[config.mk]
export PLATFORM = sky130hd
export DESIGN_NAME = nibble_serial_addsub_ctrl
export DESIGN_NICKNAME = d
export VERILOG_FILES = /design/src/rtl/nibble_serial_addsub_ctrl.sv
export SDC_FILE = /design/constraint.sdc
export NUM_CORES = 1
export LEC_CHECK = 0
export ABC_AREA = 0
export BUFFER_PORTS_ARGS = -buffer_cell sky130_fd_sc_hd__buf_4
export CORE_MARGIN = 4
export CORE_UTILIZATION = 34
export CTS_CLUSTER_DIAMETER = 30
export DETAILED_ROUTE_END_ITERATION = 8
export PLACE_DENSITY = 0.63
export SYNTH_ARGS = -nofsm -noshare
export SYNTH_HDL_FRONTEND = slang
export SYNTH_SLANG_ARGS = --single-unit
export TNS_END_PERCENT = 20
[constraint.sdc]
create_clock -name clk -period 2.75 [get_ports clk]
set_input_delay 0.55 -clock clk [delete_from_list [all_inputs] [get_ports clk]]
set_output_delay 0.55 -clock clk [all_outputs]
set_load 0.05 [all_outputs]
[src/rtl/nibble_serial_addsub_ctrl.sv]
`default_nettype none
// ============================================================================
// Module   : nibble_serial_addsub_ctrl
// Brief    : WIDTH-bit add/subtract on one time-shared 4-bit slice, LS nibble
//            first, with a start/done handshake. Optional ADDSUB_SAT_EN macro
//            enables signed saturation of the final result.
// Revision : 1.0 - initial release
// ============================================================================
module nibble_serial_addsub_ctrl #(
    parameter int WIDTH = 16
) (
    input  logic             clk,
    input  logic             rst,
    input  logic             start,
    input  logic             sub,
    input  logic [WIDTH-1:0] a,
    input  logic [WIDTH-1:0] b,
    output logic             busy,
    output logic             done,
    output logic [WIDTH-1:0] result,
    output logic             cout,
    output logic             overflow
);

    localparam int N     = WIDTH / 4;
    localparam int IDX_W = (N > 1) ? $clog2(N) : 1;
    localparam logic [IDX_W-1:0] C_LAST_IDX = IDX_W'(N - 1);

    typedef enum logic [1:0] {
        S_IDLE = 2'd0,
        S_RUN  = 2'd1,
        S_DONE = 2'd2
    } state_t;

    state_t           r_state;
    logic [WIDTH-1:0] r_a;
    logic [WIDTH-1:0] r_b;
    logic             r_sub;
    logic [IDX_W-1:0] r_idx;
    logic             r_carry;

    logic [3:0]       w_a_nib;
    logic [3:0]       w_b_nib;
    logic [4:0]       w_sum;
    logic             w_last;
    logic             w_ovf;

    // One slice of the shared adder; B is inverted for subtraction.
    always_comb begin
        w_a_nib = r_a[4*r_idx +: 4];
        w_b_nib = r_b[4*r_idx +: 4] ^ {4{r_sub}};
        w_sum   = {1'b0, w_a_nib} + {1'b0, w_b_nib} + {4'b0000, r_carry};
        w_last  = (r_idx == C_LAST_IDX);
        w_ovf   = (w_a_nib[3] == w_b_nib[3]) && (w_sum[3] != w_a_nib[3]);
    end

    always_ff @(posedge clk) begin
        if (rst) begin
            r_state  <= S_IDLE;
            r_a      <= '0;
            r_b      <= '0;
            r_sub    <= 1'b0;
            r_idx    <= '0;
            r_carry  <= 1'b0;
            busy     <= 1'b0;
            done     <= 1'b0;
            result   <= '0;
            cout     <= 1'b0;
            overflow <= 1'b0;
        end else begin
            case (r_state)
                S_IDLE: begin
                    done <= 1'b0;
                    if (start) begin
                        r_a     <= a;
                        r_b     <= b;
                        r_sub   <= sub;
                        r_idx   <= '0;
                        r_carry <= sub;
                        busy    <= 1'b1;
                        r_state <= S_RUN;
                    end
                end
                S_RUN: begin
                    result[4*r_idx +: 4] <= w_sum[3:0];
                    r_carry              <= w_sum[4];
                    r_idx                <= r_idx + 1'b1;
                    if (w_last) begin
                        cout     <= w_sum[4];
                        overflow <= w_ovf;
`ifdef ADDSUB_SAT_EN
                        // Both operand signs agree on overflow, so A's sign picks the rail.
                        if (w_ovf) begin
                            result <= w_a_nib[3] ? {1'b1, {(WIDTH-1){1'b0}}}
                                                 : {1'b0, {(WIDTH-1){1'b1}}};
                        end
`endif
                        done    <= 1'b1;
                        r_state <= S_DONE;
                    end
                end
                S_DONE: begin
                    done    <= 1'b0;
                    busy    <= 1'b0;
                    r_state <= S_IDLE;
                end
                default: begin
                    done    <= 1'b0;
                    busy    <= 1'b0;
                    r_state <= S_IDLE;
                end
            endcase
        end
    end

endmodule
`default_nettype wire

==> results.py, run 1 <==
metrics = {
    "worst_setup_path": {
        "cp-start-kind": "register",
        "arrival_ns": 2.88,
        "required_ns": 3.01,
        "crit_type": "reg2reg",
        "worstSetupEndpointType": "register",
        "crit_fanout": 2,
    },
    "synth": {
        "avgSynthCellArea_um2": 8.71,
        "synth_top_cell_area_share": 0.455,
        "yosys-top-cells-area": "dfxtp_1 45%, nand2_1 11%, a21oi_1 8.2%, mux4_2 5.3%, ha_1 4.4%",
        "yosysWarnings": 0,
        "yosysSeqAreaShare": 0.455,
        "synth-main-ff-cell": "dfxtp_1",
        "syn-cell-area_mm2": 0.00255,
        "synth_cell_types": 34,
        "ys_seq_elements": 58,
        "syn_nets": 340,
        "synth.most_common_cell": "nand2_1",
        "synthesis.instances": 293,
        "synth_edf_count": 0,
        "yosys.area.top_type": "dfxtp_1",
        "async_flop_share": 0,
        "synth_common_cells": "75 x nand2_1, 58 x dfxtp_1, 42 x a21oi_1, 30 x nor2_1, 13 x clkbuf_1",
    },
    "status": {
        "status": "finished, final reports clean",
    },
    "global_routing": {
        "grt_use_total": 0.141,
        "grt_overflow": 0,
        "grt_pass1_wl_um": 9540,
        "antenna_found_initial": 0,
        "first_global_vias": 2044,
        "grt_max_degree": 59,
    },
    "timing": {
        "layout_setup_ws_ns": 0.129,
        "period_share": 0.953,
        "tightest_slew_ns": 0.584,
        "hold_slack_ns": 0.450,
        "setup_viol": 0,
        "finClkSkew_ns": 0.0109,
        "max_slew_margin": 0.611,
        "finalHoldViolations": 0,
        "setup_tns_ns": 0,
        "rsz0062_at_grt": "false",
        "slew_viol_final": 0,
        "fmax_ghz": 0.382,
        "min_period_ns": 2.62,
    },
    "placement": {
        "dpl-instance-area_mm2": 0.00306,
        "placed_cells": 436,
        "pre_cts_ws_ns": 0.0502,
        "place_congestion": 0.725,
        "hpwl_um": 4190,
        "port_buffers": 55,
    },
    "pwr": {
        "power.density_mw_per_mm2": 678,
        "peakVddDrop_mv": 0.268,
        "finalPower_mw": 2.26,
        "leakage_nw": 1.39,
    },
    "final_layout": {
        "fin_nets": 395,
        "drive_above_1_share": 0.244,
        "diodes": 0,
        "stdcell_area_mm2": 0.00333,
        "fin_util": 0.457,
        "layout.cells.non_filler": 452,
        "area.growth.synth_to_final_pct": 30.5,
    },
    "floorplanning": {
        "num_rows": 31,
        "core_mm2": 0.00729,
        "dieArea_mm2": 0.00896,
        "die_h_um": 94.6,
        "initial_core_util": 0.350,
        "fp.dieW_um": 94.6,
        "ios": 56,
    },
    "detailed_routing": {
        "first_iter_violations": 101,
        "drt-wirelength-per-cell_um": 12.8,
        "ant_nets": 0,
        "route.vias.total": 2117,
        "route.detailed.drc": 0,
        "dr.pass1.iters": 4,
        "finalWirelength_um": 5810,
        "viasPerCell": 4.68,
    },
    "clock_tree": {
        "clk_path_buf_depth": 2,
        "insertion_delay_ns": 0.34,
        "h-tree-depth": 3,
        "cts_buffers": 9,
        "cts_tree": "yes",
        "clock-root-buffer": "clkbuf_8",
        "cts.clk_slew.worst_paths_ns": 0.07,
        "hold_buffers": 0,
        "cts_num_sinks": 58,
    },
    "job": {
        "max_cap_violations": 0,
    },
    "worst_hold_path": {
        "hold_path.class": "in2reg",
    },
}
-- layout by cell type, fill, tap and decap left out, drive strengths merged, types with 2 or more instances in the layout --
master,n
ha,9
nand2,75
dfxtp,58
a2bb2oi,4
nor3b,2
inv,7
nand3,3
nand3b,2
mux4,8
nor2,30
buf,61
a21oi,42
nand2b,3
xor2,5
xnor2,2
nor3,5
bufinv,4
fa,2
clkbuf,11
a22oi,9
-- flip-flops by register name, indices dropped and copies added, names as in the netlist --
register / cells
r_b: 16
r_carry: 1
result: 16
done: 1
overflow: 1
r_idx: 2
r_sub: 1
busy: 1
cout: 1
r_a: 16
r_state: 2
-- logic make-up (layout without fill, tap and decap cells) --
kind of cell    count (synthesis)  in the layout  share of synthesized area
flops                          58             58                      0.455
fa+ha+maj                      11             11                     0.0598
xor+xnor                        7              7                     0.0240
mux                             8              8                     0.0735
buf+inv                        24             84                     0.0431
compound gates                 57             57                      0.127
simple gates                  128            128                      0.218
-- timing repair --
action	in CTS	in global routing
setup buffers	0	0
gates resized for setup	0	1
setup endpoints to repair	0	4
-- cell type report --
type / instances / area (um^2)
multi-input cells: 211 / 1290
fillers: 750 / 3960
flip-flops and latches: 58 / 1160
clock inverters: 5 / 125
well taps: 99 / 124
inverters: 7 / 26.3
clock buffers: 11 / 141
repair buffers: 61 / 458
-- layer usage --
layer,vias up,global-route usage,routed length [um]
li1,1097,-,-
met1,947,0.174,2600
met2,66,0.217,2710
met3,7,0.0574,417
met4,0,0.0613,85
met5,-,0,0
-- worst max-delay path, stage by stage, from the launching register on --
cell      delay [ns]
dfxtp_1         0.35
mux4_1          0.58
xnor2_1         0.16
fa_1            0.41
fa_1            0.46
nor2b_1         0.13
o21ai_0         0.09
nand2b_1        0.10
nand2_1         0.07
a31oi_1         0.19
-- worst paths after layout --
check	slack [ns]	cells after the start	from	end
setup / recovery	0.13	9	r_idx[0]	r_carry
hold / removal	0.45	3	a[8]	r_a[8]
setup reg to reg	0.13	9	r_idx[0]	r_carry
hold reg to reg	0.45	2	r_b[4]	r_b[4]
-- power by group --
group	leakage (nW)	switching (mW)	internal [mW]	total (mW)
Clock	0.134	0.334	0.717	1.05
Combinational	0.786	0.171	0.136	0.307
Sequential	0.473	0.0213	0.879	0.900
No activity file was read; power rests on OpenSTA's default activity.
==> inputs of run 2 (changes only) <==
- CORE_MARGIN: 4 -> 2
- PLACE_DENSITY: 0.63 -> 0.61
- clock period: 2.75 -> 3.3 ns (I/O delays scaled with it)
==> run 2 against run 1 <==
Compared with the run above: total power down 24%; fmax down 2.3%; via count up 0.61%; non-clock buffer count down 2; critical path type unchanged; critical endpoint is now result[6].
==> results.py, run 2 (synthesis gave the netlist of run 1 again) <==
metrics = {
    "timing": {
        "finClkSkew_ns": 0.00692,
        "setup_viol": 0,
        "fmax_ghz": 0.373,
        "tightest_slew_ns": 0.580,
        "setup_tns_ns": 0,
        "period_share": 0.813,
        "rsz0062_at_grt": "false",
        "max_slew_margin": 0.613,
        "finalHoldViolations": 0,
        "layout_setup_ws_ns": 0.616,
        "slew_viol_final": 0,
        "min_period_ns": 2.68,
    },
    "placement": {
        "placed_cells": 434,
        "hpwl_um": 4010,
        "port_buffers": 55,
        "place_congestion": 0.838,
        "pre_cts_ws_ns": 0.667,
    },
    "global_routing": {
        "grt_pass1_wl_um": 9500,
        "first_global_vias": 2019,
        "grt_overflow": 0,
        "grt_use_total": 0.146,
        "grt_max_degree": 59,
        "antenna_found_initial": 0,
    },
    "final_layout": {
        "final_common_cell": "nand2_1",
        "drive_above_1_share": 0.236,
        "layout.cells.non_filler": 450,
        "fill_cells": 731,
        "layout_common_cells": "75 x nand2_1, 59 x buf_4, 58 x dfxtp_1",
        "diodes": 0,
        "reg.largest.list": "r_a x16, r_b x16, result x16",
        "register_area_mm2": 0.00116,
        "multi_input_area_mm2": 0.00129,
        "area.growth.synth_to_final_pct": 27.7,
        "fin_nets": 393,
    },
    "pwr": {
        "leakage_nw": 1.35,
        "peakVddDrop_mv": 0.294,
        "pwr-share-comb": 0.144,
        "internal-power_mw": 1.28,
        "p_clk_frac": 0.419,
        "seq_power_share": 0.437,
        "p_switching_uw": 435,
        "power.density_mw_per_mm2": 527,
        "netSwitchingFraction": 0.253,
    },
    "floorplanning": {
        "initial_core_util": 0.352,
        "core_mm2": 0.00725,
        "fp.dieW_um": 90.6,
        "ios": 56,
        "num_rows": 31,
        "dieArea_mm2": 0.00822,
        "die_h_um": 90.6,
    },
    "detailed_routing": {
        "first_iter_violations": 116,
        "ant_nets": 0,
        "drt-wirelength-per-cell_um": 12.5,
        "finalWirelength_um": 5640,
        "route.detailed.drc": 0,
        "route.vias.total": 2130,
        "dr.pass1.iters": 4,
        "viasPerCell": 4.73,
    },
    "clock_tree": {
        "insertion_delay_ns": 0.34,
        "clk_path_buf_depth": 2,
        "cts_buffers": 9,
        "h-tree-depth": 3,
        "cts_tree": "yes",
        "cts_setup_buffers": 0,
        "cts_num_sinks": 58,
        "hold_buffers": 0,
        "clock-root-buffer": "clkbuf_8",
        "cts.clk_slew.worst_paths_ns": 0.06,
        "post_cts_resized": 0,
    },
    "worst_setup_path": {
        "worst_path_dominant_cell_family": "adder cells",
        "r2r-start": "r_idx[0]",
        "r2r_slack_ns": 0.62,
        "critPathMaxStageDelay_ns": 0.57,
        "worstSetupEndpointType": "register",
        "path_cells": "mux4_1, xnor2_1, fa_1, fa_1, xnor2_1, a22oi_1, nor2_1",
        "cp-start-kind": "register",
        "crit_type": "reg2reg",
        "critPathBufInv": 0,
        "r2r_cells": 7,
        "crit_fanout": 4,
        "rr_endpoint": "result[6]",
        "crit_slowest_cell": "mux4_1",
        "required_ns": 3.57,
        "arrival_ns": 2.95,
    },
    "job": {
        "max_cap_violations": 0,
    },
    "worst_hold_path": {
        "hold_path_end": "r_b[15]",
        "hold_depth": 2,
        "hold_path.class": "reg2reg",
        "min_from": "r_b[15]",
    },
    "status": {
        "status": "finished, final reports clean",
    },
}
[run 2: routing by layer]
metal | vias up | GRT usage | part of all wire
met1 | 971 | 0.185 | 0.47
met5 | - | 0 | 0
met4 | 0 | 0.0538 | 0.010
met3 | 8 | 0.0593 | 0.061
met2 | 62 | 0.225 | 0.46
li1 | 1089 | - | -
[run 2: power groups by stage]
| stage | Clock (mW) | Sequential (mW) | Combinational, mW |
|---|---|---|---|
| 2_1_floorplan | 0 | 0.776 | 0.160 |
| 3_3_place_gp | 0 | 0.767 | 0.248 |
| 3_5_place_dp | 0 | 0.768 | 0.250 |
| 4_1_cts | 0.736 | 0.753 | 0.251 |
| 5_1_grt | 0.772 | 0.755 | 0.275 |
| 6_report | 0.720 | 0.752 | 0.248 |
[run 2: area by class of cell]
cell class / instances / share of cell area
clock buffer: 11 / 0.0434
clock inverter: 5 / 0.0238
inverter: 7 / 0.00806
multi-input combinational: 211 / 0.395
sequential: 58 / 0.356
tap: 99 / 0.0380
timing repair buffer: 59 / 0.136
[run 2: worst register-to-register path: stages (launching register included)]
cell and delay (ns):
dfxtp_1 0.34, mux4_1 0.57, xnor2_1 0.15, fa_1 0.42, fa_1 0.43, xnor2_1 0.42
a22oi_1 0.17, nor2_1 0.11
[run 2: worst max-delay path by stage]
stage / startpoint / to / slack [ns] / depth (start not counted)
finish: r_idx[0] / result[6] / 0.62 / 7
global route: r_idx[0] / result[6] / 0.51 / 7
CTS: r_idx[0] / result[6] / 0.64 / 7
detailed placement: r_idx[0] / result[6] / 0.67 / 7
global placement: r_idx[0] / result[10] / 0.71 / 7
floorplan: r_idx[0] / result[10] / 0.61 / 8
[run 2: through the flow]
stage	hold WS (ns)	util	area [um^2]	total power, mW
2_1_floorplan	0.432	-	2550	0.936
3_3_place_gp	0.443	0.419	3040	1.02
6_report	0.454	0.450	3260	1.72
5_1_grt	0.478	0.450	3260	1.80
3_5_place_dp	0.447	0.419	3040	1.02
4_1_cts	0.456	0.450	3260	1.74
